==> src/rtl/mem_access_unit.sv <==
// MEM-stage access unit: posted store buffer, blocking loads, registered
// writeback slot and optional misalignment detection. The memory controller
// port is shared between store draining and loads by a small FSM.
module mem_access_unit #(
  parameter int unsigned XLEN        = 32,
  parameter int unsigned ADDR_W      = 32,
  parameter int unsigned REG_AW      = 5,
  parameter int unsigned SB_DEPTH    = 4,
  parameter int unsigned CHECK_ALIGN = 1
) (
  input  logic              clk_in,
  input  logic              rst_in,
  input  logic              req_valid_in,
  input  logic [5:0]        op_in,
  input  logic              wr_reg_in,
  input  logic [ADDR_W-1:0] addr_in,
  input  logic [XLEN-1:0]   data_in,
  input  logic [REG_AW-1:0] rd_addr_in,
  output logic              stall_out,
  output logic              mc_req_out,
  output logic              mc_we_out,
  output logic [2:0]        mc_width_out,
  output logic [ADDR_W-1:0] mc_addr_out,
  output logic [XLEN-1:0]   mc_wdata_out,
  input  logic              mc_busy_in,
  input  logic              mc_done_in,
  input  logic [XLEN-1:0]   mc_rdata_in,
  output logic              wb_valid_out,
  output logic              wb_we_out,
  output logic [REG_AW-1:0] wb_addr_out,
  output logic [XLEN-1:0]   wb_value_out,
  output logic              misalign_out,
  output logic              sb_empty_out
);

  localparam int unsigned PTR_W = $clog2(SB_DEPTH);
  localparam int unsigned CNT_W = PTR_W + 1;
  localparam logic [CNT_W-1:0] CNT_FULL = CNT_W'(SB_DEPTH);

  localparam logic [5:0] OP_LB  = 6'h01;
  localparam logic [5:0] OP_LH  = 6'h02;
  localparam logic [5:0] OP_LW  = 6'h03;
  localparam logic [5:0] OP_LBU = 6'h04;
  localparam logic [5:0] OP_LHU = 6'h05;
  localparam logic [5:0] OP_SB  = 6'h06;
  localparam logic [5:0] OP_SH  = 6'h07;
  localparam logic [5:0] OP_SW  = 6'h08;

  typedef enum logic [1:0] {IDLE, LD_WAIT, ST_WAIT} state_t;
  state_t state, state_next;

  logic [ADDR_W-1:0] sb_addr  [SB_DEPTH];
  logic [2:0]        sb_width [SB_DEPTH];
  logic [XLEN-1:0]   sb_data  [SB_DEPTH];
  logic [PTR_W-1:0]  sb_wr_ptr, sb_rd_ptr;
  logic [CNT_W-1:0]  sb_count;

  logic              ld_pending, ld_wr;
  logic [5:0]        ld_op;
  logic [2:0]        ld_width;
  logic [ADDR_W-1:0] ld_addr;
  logic [REG_AW-1:0] ld_rd;

  logic              is_load, is_store, misaligned;
  logic [2:0]        width;
  logic [XLEN-1:0]   store_data, ld_value;
  logic              sb_full, deq, enq, accept, ld_accept, ld_done;

  // Opcode decode, access width, store-data masking and alignment check
  always_comb begin
    is_load    = 1'b0;
    is_store   = 1'b0;
    width      = 3'b000;
    misaligned = 1'b0;
    case (op_in)
      OP_LB, OP_LBU: begin is_load = 1'b1;  width = 3'b001; end
      OP_LH, OP_LHU: begin is_load = 1'b1;  width = 3'b010; end
      OP_LW:         begin is_load = 1'b1;  width = 3'b100; end
      OP_SB:         begin is_store = 1'b1; width = 3'b001; end
      OP_SH:         begin is_store = 1'b1; width = 3'b010; end
      OP_SW:         begin is_store = 1'b1; width = 3'b100; end
      default: ;
    endcase
    if (CHECK_ALIGN != 0)
      misaligned = (width == 3'b100 && addr_in[1:0] != 2'b00) ||
                   (width == 3'b010 && addr_in[0]);
    case (width)
      3'b001:  store_data = XLEN'(data_in[7:0]);
      3'b010:  store_data = XLEN'(data_in[15:0]);
      default: store_data = XLEN'(data_in[31:0]);
    endcase
  end

  // Load data extension according to the pending load opcode
  always_comb begin
    case (ld_op)
      OP_LB:   ld_value = XLEN'($signed(mc_rdata_in[7:0]));
      OP_LBU:  ld_value = XLEN'(mc_rdata_in[7:0]);
      OP_LH:   ld_value = XLEN'($signed(mc_rdata_in[15:0]));
      OP_LHU:  ld_value = XLEN'(mc_rdata_in[15:0]);
      default: ld_value = XLEN'($signed(mc_rdata_in[31:0]));
    endcase
  end

  // Handshake: a full buffer only stalls a store if no drain completes now
  always_comb begin
    sb_full   = (sb_count == CNT_FULL);
    deq       = (state == ST_WAIT) && mc_done_in;
    ld_done   = (state == LD_WAIT) && mc_done_in;
    stall_out = ld_pending ||
                (req_valid_in && is_store && !misaligned && sb_full && !deq);
    accept    = req_valid_in && !stall_out;
    enq       = accept && is_store && !misaligned;
    ld_accept = accept && is_load && !misaligned;
    sb_empty_out = (sb_count == '0);
  end

  // Controller FSM next state and request outputs; stores drain before loads
  always_comb begin
    state_next   = state;
    mc_req_out   = 1'b0;
    mc_we_out    = 1'b0;
    mc_width_out = '0;
    mc_addr_out  = '0;
    mc_wdata_out = '0;
    case (state)
      IDLE: begin
        if (!rst_in && !mc_busy_in) begin
          if (ld_pending && sb_count == '0) begin
            mc_req_out   = 1'b1;
            mc_width_out = ld_width;
            mc_addr_out  = ld_addr;
            state_next   = LD_WAIT;
          end else if (sb_count != '0) begin
            mc_req_out   = 1'b1;
            mc_we_out    = 1'b1;
            mc_width_out = sb_width[sb_rd_ptr];
            mc_addr_out  = sb_addr[sb_rd_ptr];
            mc_wdata_out = sb_data[sb_rd_ptr];
            state_next   = ST_WAIT;
          end
        end
      end
      LD_WAIT: if (mc_done_in) state_next = IDLE;
      ST_WAIT: if (mc_done_in) state_next = IDLE;
      default: state_next = IDLE;
    endcase
  end

  // FSM state register
  always_ff @(posedge clk_in) begin
    if (rst_in) state <= IDLE;
    else        state <= state_next;
  end

  // Store buffer payload; contents need no reset since count gates them
  always_ff @(posedge clk_in) begin
    if (enq) begin
      sb_addr[sb_wr_ptr]  <= addr_in;
      sb_width[sb_wr_ptr] <= width;
      sb_data[sb_wr_ptr]  <= store_data;
    end
  end

  // Store buffer pointers and occupancy
  always_ff @(posedge clk_in) begin
    if (rst_in) begin
      sb_wr_ptr <= '0;
      sb_rd_ptr <= '0;
      sb_count  <= '0;
    end else begin
      if (enq) sb_wr_ptr <= sb_wr_ptr + PTR_W'(1);
      if (deq) sb_rd_ptr <= sb_rd_ptr + PTR_W'(1);
      case ({enq, deq})
        2'b10:   sb_count <= sb_count + CNT_W'(1);
        2'b01:   sb_count <= sb_count - CNT_W'(1);
        default: ;
      endcase
    end
  end

  // Pending load capture, released when its data returns
  always_ff @(posedge clk_in) begin
    if (rst_in) begin
      ld_pending <= 1'b0;
      ld_wr      <= 1'b0;
      ld_op      <= '0;
      ld_width   <= '0;
      ld_addr    <= '0;
      ld_rd      <= '0;
    end else if (ld_accept) begin
      ld_pending <= 1'b1;
      ld_wr      <= wr_reg_in;
      ld_op      <= op_in;
      ld_width   <= width;
      ld_addr    <= addr_in;
      ld_rd      <= rd_addr_in;
    end else if (ld_done) begin
      ld_pending <= 1'b0;
    end
  end

  // Writeback slot and misalignment pulse; a load completion cannot coincide
  // with an accept because the pending load stalls upstream
  always_ff @(posedge clk_in) begin
    if (rst_in) begin
      wb_valid_out <= 1'b0;
      wb_we_out    <= 1'b0;
      wb_addr_out  <= '0;
      wb_value_out <= '0;
      misalign_out <= 1'b0;
    end else begin
      wb_valid_out <= 1'b0;
      misalign_out <= 1'b0;
      if (ld_done) begin
        wb_valid_out <= 1'b1;
        wb_we_out    <= ld_wr;
        wb_addr_out  <= ld_rd;
        wb_value_out <= ld_value;
      end else if (accept && !ld_accept) begin
        wb_valid_out <= 1'b1;
        wb_we_out    <= wr_reg_in && !is_load && !is_store;
        wb_addr_out  <= rd_addr_in;
        wb_value_out <= data_in;
        misalign_out <= misaligned;
      end
    end
  end

endmodule
==> config.mk <==
export PLATFORM = sky130hd
export DESIGN_NAME = mem_access_unit
export DESIGN_NICKNAME = d
export VERILOG_FILES = /design/src/rtl/mem_access_unit.sv
export SDC_FILE = /design/constraint.sdc
export NUM_CORES = 1
export LEC_CHECK = 0
export ABC_AREA = 0
export CORE_ASPECT_RATIO = 0.6
export CORE_UTILIZATION = 49
export DETAILED_ROUTE_END_ITERATION = 6
export PLACE_DENSITY = 0.76
export SLEW_MARGIN = 30
export SYNTH_ARGS = -nofsm -noshare
export SYNTH_HDL_FRONTEND = slang
export SYNTH_SLANG_ARGS = --single-unit
==> constraint.sdc <==
create_clock -name clk_in -period 4 [get_ports clk_in]
set_input_delay 0.6 -clock clk_in [delete_from_list [all_inputs] [get_ports clk_in]]
set_output_delay 0.6 -clock clk_in [all_outputs]
set_load 0.01 [all_outputs]
==> results of run 1 <==
[critical path, stage by stage]
cell	delay, ns
clkdlybuf4s50_1	0.62
or3b_1	0.45
a21oi_2	0.28
buf_4	0.21
o21ai_4	0.06
a31o_2	0.25
clkdlybuf4s50_1	0.52
[final cells by class]
cell class / count / area [µm²] / share of cell area
sequential: 367 / 10040 / 0.5167
multi-input combinational: 566 / 4987 / 0.2567
timing repair buffer: 264 / 2660 / 0.1369
clock buffer: 41 / 960.9 / 0.04947
tap: 416 / 520.5 / 0.02679
clock inverter: 22 / 147.6 / 0.007600
inverter: 30 / 112.6 / 0.005797
[layer usage]
metal / global-route usage / vias to the layer above / wire (µm)
met2: 0.3887 / 478 / 18820
met5: 0 / - / 0
met3: 0.05779 / 52 / 3615
met1: 0.3975 / 5352 / 19100
met4: 0.06060 / 0 / 744
li1: - / 4596 / -
[synthesized netlist by cell type (3+ instances only)]
library cell | number | area [µm²]
edfxtp_1 | 268 | 8048
dfxtp_1 | 99 | 1982
a21oi_1 | 72 | 360.4
mux4_2 | 67 | 1509
and2_1 | 62 | 387.9
clkbuf_1 | 60 | 225.2
nand2_1 | 49 | 183.9
o31ai_1 | 43 | 322.8
nand4_1 | 42 | 262.8
a22o_1 | 35 | 306.5
inv_1 | 30 | 112.6
nand3_1 | 27 | 135.1
nor3_1 | 19 | 95.09
o221ai_2 | 19 | 285.3
nor2_1 | 17 | 63.81
o211ai_1 | 16 | 120.1
buf_4 | 12 | 90.09
o21ai_0 | 12 | 60.06
a311oi_2 | 9 | 135.1
ha_1 | 8 | 100.1
buf_2 | 7 | 35.03
or3_1 | 6 | 37.54
a311oi_1 | 5 | 43.79
buf_1 | 5 | 18.77
buf_6 | 5 | 56.30
o221ai_1 | 5 | 43.79
xor2_1 | 5 | 43.79
and3_1 | 4 | 25.02
and3b_1 | 3 | 26.28
nand3b_1 | 3 | 22.52
nor4_1 | 3 | 18.77
o21ai_1 | 3 | 15.01
[sequential cells by signal, summed over array words and instances (netlist names), named ones only]
name          cells
ld_pending        1
state             2
sb_rd_ptr         2
wb_valid_out      1
sb_addr         128
sb_data         128
sb_wr_ptr         2
wb_we_out         1
ld_op             6
wb_value_out     32
ld_wr             1
ld_width          3
misalign_out      1
ld_rd             5
sb_count          3
ld_addr          32
sb_width         12
wb_addr_out       5
[cells by family (layout without fill, tap and decap cells)]
logic type,Yosys count,after routing
compound gates,234,234
fa+ha+maj,9,9
xor+xnor,6,6
buf+inv,120,357
mux,71,71
flops,367,367
simple gates,246,246
[per-stage QoR]
stage | cell area (µm²) | setup slack, ns | hold slack (ns)
6_report | 19430 | 0.4169 | 0.4635
5_1_grt | 19430 | 0.2628 | 0.4804
4_1_cts | 19430 | 0.3660 | 0.4637
3_5_place_dp | 18320 | 0.4402 | 0.4548
3_3_place_gp | 18320 | 0.5360 | 0.4492
2_1_floorplan | 15520 | 0.1941 | 0.4476
[path summary, 6_finish.rpt]
path	start	cells past startpoint	end
worst max-delay path	op_in[3]	7	stall_out
worst min-delay path	wb_value_out[27]	2	wb_value_out[27]
worst max register to register	state[1]	8	wb_value_out[0]
worst min register to register	wb_value_out[27]	2	wb_value_out[27]
[where the power goes]
part	switching (W)	internal, W
clock network	0.00144	0.00180
registers	0.0000868	0.00414
logic	0.000500	0.000573
==> impl_metrics.json, run 1 <==
{
  "dr.pass1.iters": 5,
  "die_h_um": 139.8,
  "port_buffers": 223,
  "yosysWarnings": 0,
  "utilization": 0.6235,
  "power_density_mw_per_mm2": 439.5,
  "post_cts_resized": 0,
  "diodes": 0,
  "fin_crit_ns": 3.583,
  "mostFrequentLayoutCell": "edfxtp_1",
  "synth_simple_gate_area_share": 0.08805,
  "synthXorXnorAreaFrac": 0.003387,
  "async_flop_share": 0,
  "synth_top_family_by_area": "compound AO/OA/AOI/OAI gates",
  "antenna_found_initial": 0,
  "finalNetCount": 1386,
  "most-common-layout-cells": "edfxtp_1 (268), clkdlybuf4s50_1 (221), dfxtp_1 (97), a21oi_1 (72), mux4_2 (67)",
  "via_count": 10480,
  "clk_latency_ns": 0.53,
  "grt-ovfl-total": 0,
  "critPathCaptureType": "output pin",
  "ctsRootBufferMaster": "clkbuf_16",
  "via_per_inst": 6.142,
  "drive_gt1_frac": 0.1752,
  "drc": 0,
  "p_total_w": 0.008537,
  "dr.first_iter.drc_count": 1037,
  "synth-seq-cells": 367,
  "critical_path_class": "primary input to output pin",
  "post_cts_buffers": 0,
  "grt_max_degree": 63,
  "start_util": 0.4981,
  "grt_pass1_vias": 10440,
  "clock_skew_ns": 0.01632,
  "finalSetupViolations": 0,
  "syn_inst": 1053,
  "gp_congestion": 0.8602,
  "tns_ns": 0,
  "clk_pin_slew_ns": 0.06,
  "syn-cell-area_mm2": 0.01552,
  "cts_buffer_depth": 3,
  "drtAntennaViolNets": 0,
  "dp_hpwl_mm": 26.74,
  "design.die.area_mm2": 0.03241,
  "areaGrowthSynthToFinish_pct": 25.19,
  "grt_pass1_wl_mm": 64.25,
  "vdd_ir_drop_max_mv": 0.3575,
  "arrival_ns": 2.98,
  "max_slew_margin": 0.4592,
  "drv_cap": 0,
  "tightest_slew_ns": 0.8112,
  "fp.coreArea_mm2": 0.03115,
  "synthFlopType": "edfxtp_1",
  "p_leak_nw": 6.196,
  "row_count": 50,
  "synthAdderAreaFrac": 0.007741,
  "status": "finished, final reports clean",
  "h-tree-depth": 2,
  "ios": 224,
  "rsz0062_at_grt": "no",
  "startpoint_type": "primary input",
  "synth_compound_area_frac": 0.1189,
  "cp.required_ns": 3.40,
  "synth_edf_count": 268,
  "yosysSeqAreaShare": 0.6463,
  "fillerInstances": 2322,
  "die_w_um": 231.7,
  "avgSynthCellArea_um2": 14.74,
  "cts_tree": "built",
  "routed_wirelength_mm": 42.28,
  "holdCritPathClass": "flip-flop to flip-flop",
  "postCtsHoldBufs": 0,
  "clock.fmax_mhz": 279.1,
  "dpl.cell_count": 1643,
  "rrSetupSlack_ns": 1.56,
  "period_share": 0.8958,
  "layout.cells.non_filler": 1706,
  "worst-path-max-fanout": 8,
  "wire_per_inst_um": 24.78,
  "grt_usage": 0.2634,
  "syn_nets": 1175,
  "numCtsBuffers": 35,
  "ys_types": 60,
  "clock_sinks": 367,
  "synthMuxAreaShare": 0.09998,
  "slew_violations": 0,
  "hold_violations": 0
}
Power figures use the tool's default switching activity.
==> run 2: changes to the inputs <==
--- a/config.mk
+++ b/config.mk
@@ -8,6 +8,7 @@
 export ABC_AREA = 0
 export CORE_ASPECT_RATIO = 0.6
 export CORE_UTILIZATION = 49
+export CTS_CLUSTER_DIAMETER = 50
 export DETAILED_ROUTE_END_ITERATION = 6
 export PLACE_DENSITY = 0.76
 export SLEW_MARGIN = 30
==> impl_metrics.json, run 2 (synthesis results as in run 1) <==
{
  "reg_top3": "sb_addr: 128 flops, sb_data: 128 flops",
  "tightest_slew_ns": 0.8295,
  "holdCritPathClass": "flip-flop to flip-flop",
  "grt-ovfl-total": 0,
  "antenna_found_initial": 0,
  "grt_pass1_wl_mm": 64.71,
  "start_util": 0.4981,
  "cts_tree": "built",
  "post_cts_resized": 0,
  "rrSetupSlack_ns": 1.55,
  "arrival_ns": 3.03,
  "fillerInstances": 2324,
  "drv_cap": 0,
  "diodes": 0,
  "dpl_cell_area_mm2": 0.01832,
  "clock_skew_ns": 0.01446,
  "routed_wirelength_mm": 42.38,
  "row_count": 50,
  "fin_crit_ns": 3.626,
  "drtAntennaViolNets": 0,
  "startpoint_type": "flip-flop",
  "die_w_um": 231.7,
  "drc": 0,
  "p_leak_nw": 6.224,
  "hold_violations": 0,
  "dr.first_iter.drc_count": 1000,
  "most-common-layout-cells": "edfxtp_1 (268), clkdlybuf4s50_1 (221), dfxtp_1 (97), a21oi_1 (72), mux4_2 (67)",
  "finalNetCount": 1387,
  "ctsRootBufferMaster": "clkbuf_16",
  "dr.pass1.iters": 5,
  "numCtsBuffers": 36,
  "utilization": 0.6253,
  "critPathCaptureType": "output pin",
  "cts_buffer_depth": 3,
  "gp_congestion": 0.8602,
  "design.die.area_mm2": 0.03241,
  "critical_path_class": "flip-flop to output pin",
  "clk_latency_ns": 0.53,
  "worst-path-max-fanout": 25,
  "cpPeakStageDelay_ns": 0.54,
  "cpMaxStageDelayCell": "nor3_1",
  "power_density_mw_per_mm2": 444.6,
  "status": "finished, final reports clean",
  "port_buffers": 223,
  "post_cts_buffers": 0,
  "drive_gt1_frac": 0.1740,
  "die_h_um": 139.8,
  "via_count": 10530,
  "vdd_ir_drop_max_mv": 0.3887,
  "tns_ns": 0,
  "grt_usage": 0.2650,
  "wire_per_inst_um": 24.80,
  "dp_hpwl_mm": 26.74,
  "clk_pin_slew_ns": 0.06,
  "max_slew_margin": 0.4470,
  "areaGrowthSynthToFinish_pct": 25.54,
  "slew_violations": 0,
  "min_from": "wb_value_out[27]",
  "cp_cell_sequence": "nor3_1, nand2_1, nor2_4, buf_12, a22o_1, clkdlybuf4s50_1",
  "p_total_w": 0.008662,
  "ios": 224,
  "h-tree-depth": 2,
  "worst-r2r-cell-count": 8,
  "finalSetupViolations": 0,
  "period_share": 0.9065,
  "timing.rr.start": "state[1]",
  "crit_start": "sb_count[0]",
  "mostFrequentLayoutCell": "edfxtp_1",
  "via_per_inst": 6.164,
  "postCtsHoldBufs": 0,
  "fin_area_mm2": 0.01948,
  "clock.fmax_mhz": 275.8,
  "rsz0062_at_grt": "no",
  "grt_max_degree": 63,
  "grt_pass1_vias": 10440,
  "fp.coreArea_mm2": 0.03115,
  "min_path_cells": 2,
  "clock_sinks": 367,
  "cp.required_ns": 3.40
}
[run 2: changes by cell type in the layout (fill, tap and decap cells not counted), sizes merged]
cell / delta
bufinv: +1
clkinv: -4
clkbuf: +5
inv: +4
clkinvlp: -3
[run 2: metal layers]
| metal | up-vias | share of wire | track usage |
|---|---|---|---|
| li1 | 4602 | - | - |
| met4 | 0 | 0.016 | 0.06129 |
| met2 | 504 | 0.45 | 0.3920 |
| met5 | - | 0 | 0 |
| met3 | 57 | 0.083 | 0.05307 |
| met1 | 5371 | 0.45 | 0.4024 |
[run 2: where the power goes]
group	internal, W	leakage, nW	total, W	switching [W]
sequential	0.00414	3.22	0.00422	0.0000854
combinational	0.000573	2.43	0.00108	0.000506
clock	0.00190	0.572	0.00336	0.00146
total	0.00661	6.22	0.00866	0.00205
[run 2: final timing paths]
check | to
min | wb_value_out[27]
min reg2reg | wb_value_out[27]
max | mc_width_out[2]
max reg2reg | wb_value_out[0]
[run 2: critical path, delay by kind of cell, from the launching register on]
family                 cells  cell delay, ns
AOI/OAI and AO/OA          1            0.16
buffers and inverters      2            0.77
DFF                        1            0.36
and+or+nand+nor            3            1.17
[run 2: cell type report]
class | instances | area, µm² | share of cell area
Sequential cell | 367 | 10040 | 0.5152
Tap cell | 416 | 520.5 | 0.02672
Inverter | 30 | 112.6 | 0.005780
Clock buffer | 46 | 989.7 | 0.05080
Clock inverter | 20 | 173.9 | 0.008927
Timing Repair Buffer | 264 | 2660 | 0.1365
Multi-Input combinational cell | 566 | 4987 | 0.2560
[run 2: per-stage QoR]
stage	std cells	setup slack [ns]	hold slack, ns
5_1_grt	1709	0.2060	0.4811
2_1_floorplan	1053	0.1941	0.4476
3_5_place_dp	1643	0.4402	0.4548
6_report	1709	0.3738	0.4645
3_3_place_gp	1643	0.5360	0.4492
4_1_cts	1709	0.3194	0.4636
